===== config.mk =====
export PLATFORM = sky130hd
export DESIGN_NAME = freq_mult_datapath_flat
export DESIGN_NICKNAME = d
export VERILOG_FILES = /design/src/rtl/freq_mult_pkg.sv /design/src/rtl/freq_mult_datapath_if.sv /design/src/rtl/clk_toggle_divider.sv /design/src/rtl/freq_mult_datapath.sv /design/src/flat_wrapper.sv
export SDC_FILE = /design/constraint.sdc
export NUM_CORES = 1
export LEC_CHECK = 0
export BUFFER_PORTS_ARGS = -buffer_cell sky130_fd_sc_hd__buf_2
export CORE_UTILIZATION = 30
export DETAILED_ROUTE_END_ITERATION = 7
export PLACE_DENSITY = 0.5
export SYNTH_ARGS = -nofsm -noshare
export SYNTH_HDL_FRONTEND = slang
export SYNTH_SLANG_ARGS = --single-unit

===== constraint.sdc =====
create_clock -name RefClk -period 2.8 [get_ports RefClk]
set_input_delay 0.14 -clock RefClk [delete_from_list [all_inputs] [get_ports RefClk]]
set_output_delay 0.14 -clock RefClk [all_outputs]
set_load 0.05 [all_outputs]

===== src/rtl/freq_mult_pkg.sv =====
// Shared types and defaults for the frequency-multiplier datapath.
// Measurement state encodings and default counter width.
package freq_mult_pkg;

  localparam int DEF_CNT_W = 16;

  typedef enum logic [1:0] {
    M_IDLE  = 2'd0,
    M_ARM   = 2'd1,
    M_COUNT = 2'd2,
    M_DONE  = 2'd3
  } m_state_e;

endpackage


===== src/rtl/freq_mult_datapath_if.sv =====
// Control/status bundle between multiplier controller and datapath.
// The controller is master; the datapath is slave.
interface freq_mult_datapath_if #(
  parameter int CNT_W = 16
);

  logic             init_ratio;
  logic             shift;
  logic             preload_clk_divider;
  logic             completed;
  logic             overflow;
  logic [CNT_W-1:0] ratio;

  modport master (
    output init_ratio,
    output shift,
    output preload_clk_divider,
    input  completed,
    input  overflow,
    input  ratio
  );

  modport slave (
    input  init_ratio,
    input  shift,
    input  preload_clk_divider,
    output completed,
    output overflow,
    output ratio
  );

endinterface


===== src/rtl/clk_toggle_divider.sv =====
// Programmable toggle divider: OutClk period is 2*ratio_active cycles.
// Reloads only on a 0->1 transition of the preload level.
module clk_toggle_divider #(
  parameter int CNT_W = 16
) (
  input  logic             i_clk,
  input  logic             i_rst,
  input  logic             i_preload,
  input  logic [CNT_W-1:0] i_ratio,
  output logic             o_clk
);

  logic             r_pre_d;
  logic             r_en;
  logic             r_out;
  logic [CNT_W-1:0] r_ratio_act;
  logic [CNT_W-1:0] r_div_cnt;
  logic             w_load;

  assign w_load = i_preload & ~r_pre_d;
  assign o_clk  = r_out;

  always_ff @(posedge i_clk or posedge i_rst) begin
    if (i_rst) begin
      r_pre_d     <= 1'b0;
      r_en        <= 1'b0;
      r_out       <= 1'b0;
      r_ratio_act <= '0;
      r_div_cnt   <= '0;
    end else begin
      r_pre_d <= i_preload;
      // A load edge takes priority over the terminal count.
      if (w_load) begin
        if (i_ratio != '0) begin
          r_ratio_act <= i_ratio;
          r_div_cnt   <= i_ratio - CNT_W'(1);
          r_en        <= 1'b1;
        end else begin
          r_en  <= 1'b0;
          r_out <= 1'b0;
        end
      end else if (r_en) begin
        if (r_div_cnt == '0) begin
          r_out     <= ~r_out;
          r_div_cnt <= r_ratio_act - CNT_W'(1);
        end else begin
          r_div_cnt <= r_div_cnt - CNT_W'(1);
        end
      end
    end
  end

endmodule


===== src/rtl/freq_mult_datapath.sv =====
// Measures InClk period in RefClk cycles, scales it by shift pulses
// and drives a toggle divider to produce OutClk.
module freq_mult_datapath
  import freq_mult_pkg::*;
#(
  parameter int CNT_W       = DEF_CNT_W,
  parameter int SYNC_STAGES = 2
) (
  input  logic                 RefClk,
  input  logic                 rst,
  input  logic                 InClk,
  freq_mult_datapath_if.slave  bus,
  output logic                 OutClk
);

  m_state_e         r_state;
  m_state_e         w_state_nxt;
  logic [SYNC_STAGES-1:0] r_sync;
  logic             r_sync_d;
  logic             w_sync;
  logic             w_rise;
  logic [CNT_W-1:0] r_cnt;
  logic [CNT_W-1:0] w_cnt_nxt;
  logic [CNT_W-1:0] r_ratio;
  logic [CNT_W-1:0] w_ratio_nxt;
  logic             r_comp;
  logic             w_comp_nxt;
  logic             r_ovf;
  logic             w_ovf_nxt;

  assign w_sync = r_sync[SYNC_STAGES-1];
  assign w_rise = w_sync & ~r_sync_d;

  assign bus.completed = r_comp;
  assign bus.overflow  = r_ovf;
  assign bus.ratio     = r_ratio;

  always_ff @(posedge RefClk or posedge rst) begin
    if (rst) begin
      r_sync   <= '0;
      r_sync_d <= 1'b0;
    end else begin
      r_sync   <= {r_sync[SYNC_STAGES-2:0], InClk};
      r_sync_d <= w_sync;
    end
  end

  always_ff @(posedge RefClk or posedge rst) begin
    if (rst) begin
      r_state <= M_IDLE;
      r_cnt   <= '0;
      r_ratio <= '0;
      r_comp  <= 1'b0;
      r_ovf   <= 1'b0;
    end else begin
      r_state <= w_state_nxt;
      r_cnt   <= w_cnt_nxt;
      r_ratio <= w_ratio_nxt;
      r_comp  <= w_comp_nxt;
      r_ovf   <= w_ovf_nxt;
    end
  end

  always_comb begin
    w_state_nxt = r_state;
    w_cnt_nxt   = r_cnt;
    w_ratio_nxt = r_ratio;
    w_comp_nxt  = r_comp;
    w_ovf_nxt   = r_ovf;
    // init_ratio wins over shift and rise in the same cycle.
    if (bus.init_ratio) begin
      w_state_nxt = M_ARM;
      w_cnt_nxt   = '0;
      w_ratio_nxt = '0;
      w_comp_nxt  = 1'b0;
      w_ovf_nxt   = 1'b0;
    end else begin
      unique case (r_state)
        M_IDLE: ;
        M_ARM: begin
          if (w_rise) begin
            w_state_nxt = M_COUNT;
            w_cnt_nxt   = CNT_W'(1);
          end
        end
        M_COUNT: begin
          if (w_rise) begin
            w_ratio_nxt = r_cnt;
            w_comp_nxt  = 1'b1;
            w_state_nxt = M_DONE;
          end else if (r_cnt == '1) begin
            w_ratio_nxt = '1;
            w_ovf_nxt   = 1'b1;
            w_comp_nxt  = 1'b1;
            w_state_nxt = M_DONE;
          end else begin
            w_cnt_nxt = r_cnt + CNT_W'(1);
          end
        end
        M_DONE: begin
          if (bus.shift && (r_ratio > CNT_W'(1)))
            w_ratio_nxt = r_ratio >> 1;
        end
        default: w_state_nxt = M_IDLE;
      endcase
    end
  end

  clk_toggle_divider #(
    .CNT_W (CNT_W)
  ) u_div (
    .i_clk     (RefClk),
    .i_rst     (rst),
    .i_preload (bus.preload_clk_divider),
    .i_ratio   (r_ratio),
    .o_clk     (OutClk)
  );

endmodule

===== src/flat_wrapper.sv =====
// flat-port wrapper written by rule: the top's interface ports become plain ports
module freq_mult_datapath_flat import freq_mult_pkg::*;
#(
  parameter int CNT_W       = DEF_CNT_W,
  parameter int SYNC_STAGES = 2
)
  (RefClk, rst, InClk, OutClk, bus_init_ratio, bus_shift, bus_preload_clk_divider, bus_completed, bus_overflow, bus_ratio);
  freq_mult_datapath_if #(.CNT_W(CNT_W)) bus_i ();
  input  logic RefClk;
  input  logic rst;
  input  logic InClk;
  output logic OutClk;
  input wire logic [$bits(bus_i.init_ratio)-1:0] bus_init_ratio;
  input wire logic [$bits(bus_i.shift)-1:0] bus_shift;
  input wire logic [$bits(bus_i.preload_clk_divider)-1:0] bus_preload_clk_divider;
  output wire logic [$bits(bus_i.completed)-1:0] bus_completed;
  output wire logic [$bits(bus_i.overflow)-1:0] bus_overflow;
  output wire logic [$bits(bus_i.ratio)-1:0] bus_ratio;
  assign bus_i.init_ratio = bus_init_ratio;
  assign bus_i.shift = bus_shift;
  assign bus_i.preload_clk_divider = bus_preload_clk_divider;
  assign bus_completed = bus_i.completed;
  assign bus_overflow = bus_i.overflow;
  assign bus_ratio = bus_i.ratio;
  freq_mult_datapath #(.CNT_W(CNT_W), .SYNC_STAGES(SYNC_STAGES)) u_core (.RefClk(RefClk), .rst(rst), .InClk(InClk), .bus(bus_i), .OutClk(OutClk));
endmodule

==> impl_metrics.ini <==
[pwr]
power.switching_mw = 1.22
seqPwrFrac_pct = 39.1
power.density_mw_per_mm2 = 737
irDropWorstVdd_mv = 0.389
switching_part_of_the_total_pct = 33.7
total_power_mw = 3.61
leakagePower_nw = 2.10
p_comb_share_pct = 28.0
internal-power_mw = 2.39
power_frac_clock_pct = 33.0

[run]
max_cap_violations = 0

[logic_synthesis]
synth_area_mm2 = 0.00415
yosys_warnings = 0
synth_cell_types = 59
synth_nets = 476
post_synth.cell_area_avg_um2 = 8.91
synth-seq-area-share_pct = 44.6
synth_async_sr_flop_share_pct = 100
synth_edf_count = 0
yosys_most_used_dff = dfrtp_1
post_synth_inst_count = 466
register_bit_count_reported_by_yosys = 74

[timing]
final.period_utilization_pct = 94.9
unrepaired_setup_endpoints_after_global_routing = false
transition_time_of_the_tightest_slew_check_pin_ns = 0.795
finalClockSkew_ns = 0.00495
final-setup-viol-count = 0
setup-tns-final_ns = 0
fmax_ghz = 0.376
worst_setup_margin_ns = 0.142
final_max_slew_violation_count = 0
shortest_clock_period_the_worst_path_allows_after_layout_ns = 2.66
final_hold_viol_count = 0
max-slew-margin-rel_pct = 46.9

[place]
post-dp-hpwl_mm = 8.23
gp_routability_congestion = 0.834
dpl-instance-area_mm2 = 0.00454
io_buffer_count = 24
dp_slack_ns = 0.107

[clocking]
cts_htree_levels = 3
clock_sinks = 74
cts_setup_buffers = 0
clkSlewWorstSetupHoldPaths_ns = 0.06
cts_max_path_buffers = 2
cts-buffers-inserted = 9
worst_skew_pair.late_latency_ns = 0.33
cts_tree = built
clk_root_buffer_cell = clkbuf_16

[detailed_routing]
dr.pass1.iters = 5
dr_total_vias = 3642
dr.first_iter.drc_count = 233
routed_via_density = 5.37
postRouteAntennaNets = 0
detail_route.wl_per_cell_um = 17.4
post-route-drc-count = 0
finalWirelength_mm = 11.8

[global_routing]
pin_count_of_the_biggest_net_entering_global_routing = 42
gr-total-overflow = 0
grt_antenna_before_repair = 0
grt_usage_pct = 17.5
grt_pass1_vias = 3643
grt_pass1_wl_mm = 19.6

[die]
row_count = 42
floorplan.die.height_um = 120
initial_core_util_pct = 31.1
placeableCoreArea_mm2 = 0.0133
design.portCount = 25
dieArea_mm2 = 0.0143
fp.dieW_um = 120

[setup_path]
worst_r2r_path_cells = 11
timing.rr.start = u_core.u_div.r_div_cnt[11]
critical_path_sink_type = flop
r2r_slack_ns = 0.14
worst_path_arrival_time_ns = 2.85
cp_data_required_time_ns = 2.99
worst-path-max-fanout = 6
worstSetupPathType = flop to flop
worst_r2r_endpoint = u_core.u_div.r_div_cnt[10]
startpoint_type_of_the_worst_setup_path = flop

[worst_hold_path]
min_to = u_core.r_cnt[0]
worstHoldStart = bus_init_ratio
timing.hold.worst_path_depth = 2
hold_path.class = input pin to flop

[final_layout]
drive_above_1_share_pct = 15.9
final_nets = 508
layout.area.seq_mm2 = 0.00185
syn2layout_area_growth_pct = 17.9
multiInputGateArea_mm2 = 0.00216
finish.instance_area_mm2 = 0.00489
insertedDiodeCount = 0
final.fill_count = 1380

[run_status]
run_status = complete, no violations
-- worst max-delay path, cell delays in order, from the launching register on --
cell      delay, ns
dfrtp_2        0.43
or4_4          0.57
nor4_4         0.28
and2_4         0.20
a21oi_1        0.08
ha_1           0.21
nor3b_2        0.18
nand2b_1       0.11
a21oi_2        0.07
nand4_1        0.14
xnor2_1        0.14
o22ai_1        0.10
-- through the flow --
stage          hold WS (ns)  cells  util (%)
3_5_place_dp          0.255    660      34.0
6_report              0.110    678      36.7
3_3_place_gp          0.251    660      34.0
4_1_cts               0.107    678      36.5
5_1_grt               0.114    678      36.7
2_1_floorplan         0.171    466         -
-- flip-flops by register name, summed over array words and instances, names as in the netlist --
signal                    cells
u_core.bus.ratio             16
u_core.r_cnt                 16
u_core.u_div.r_div_cnt       16
u_core.u_div.r_ratio_act     16
u_core.r_state                2
u_core.r_sync                 2
u_core.bus.completed          1
u_core.bus.overflow           1
u_core.r_sync_d               1
u_core.u_div.o_clk            1
u_core.u_div.r_en             1
u_core.u_div.r_pre_d          1
-- routing by layer --
metal  track usage [%]  part of all wire (%)  vias up
met5                 0                     0        -
met4              5.78                   1.5        0
met3              3.23                   4.2       14
met2              27.6                    47       95
met1              24.2                    47     1772
li1                  -                     -     1761
-- worst max path at each step --
| stage | end | slack (ns) | depth (start not counted) | start |
|---|---|---|---|---|
| floorplan | u_core.u_div.r_div_cnt[10] | 0.03 | 13 | u_core.u_div.r_div_cnt[2] |
| global placement | u_core.u_div.r_div_cnt[10] | 0.16 | 11 | u_core.u_div.r_div_cnt[11] |
| detailed placement | u_core.u_div.r_div_cnt[10] | 0.11 | 11 | u_core.u_div.r_div_cnt[5] |
| CTS | u_core.u_div.r_div_cnt[10] | 0.07 | 11 | u_core.u_div.r_div_cnt[5] |
| global route | u_core.u_div.r_div_cnt[14] | 0.006 | 11 | u_core.u_div.r_div_cnt[11] |
| finish | u_core.u_div.r_div_cnt[10] | 0.14 | 11 | u_core.u_div.r_div_cnt[11] |
-- placed cells by master (no fill, tap or decap), drive strengths merged, types with 15 or more instances in the layout --
master / count
dfrtp: 74
nand2: 63
buf: 44
nor2: 41
a21oi: 37
xnor2: 24
nor3: 21
o21ai: 21
o22ai: 20
o2bb2ai: 15
-- logic make-up after synthesis --
family                   count (synthesis)  synth area share (%)
XOR/XNOR                                35                  7.38
AND/OR/NAND/NOR                        186                  22.5
multiplexers                             1                 0.241
flip-flops                              74                  44.6
adder cells (fa/ha/maj)                  4                  1.21
AO/OA/AOI/OAI                          129                  20.4
buffers and inverters                   37                  3.71
-- cell type report --
type / instances / area share (%)
clock buffer: 13 / 5.52
clock inverter: 2 / 0.716
inverter: 11 / 0.844
multi-input combinational: 355 / 44.2
sequential: 74 / 37.9
tap: 176 / 4.50
timing repair buffer: 47 / 6.39
-- synth_stat cells, types with 5 or more instances --
master / number / share of area (%)
clkbuf_1: 21 / 1.9
inv_1: 10 / 0.90
nand4_1: 9 / 1.4
nor2_1: 39 / 3.5
o21ai_0: 19 / 2.3
nand2_1: 62 / 5.6
xnor2_1: 24 / 5.1
o2bb2ai_1: 15 / 3.2
nand2b_1: 5 / 0.75
or3_1: 5 / 0.75
xor2_1: 11 / 2.3
a21oi_1: 36 / 4.3
o22ai_1: 20 / 3.0
nor3_1: 21 / 2.5
nor4_1: 5 / 0.75
dfrtp_1: 74 / 45
nand3_1: 12 / 1.4
a31oi_1: 7 / 1.1
-- power groups by stage --
stage          clock, mW  combinational, mW  sequential [mW]
2_1_floorplan          0              0.728             1.39
3_3_place_gp           0              0.992             1.40
3_5_place_dp           0              0.991             1.41
4_1_cts             1.22               1.00             1.39
5_1_grt             1.26               1.11             1.43
6_report            1.19               1.01             1.41
-- repair_timing --
item	in CTS	in global routing
endpoints found under the hold margin	35	0
resized for setup	0	5
setup endpoints to repair	0	5
hold buffers	3	0
Power figures use the tool's default switching activity.
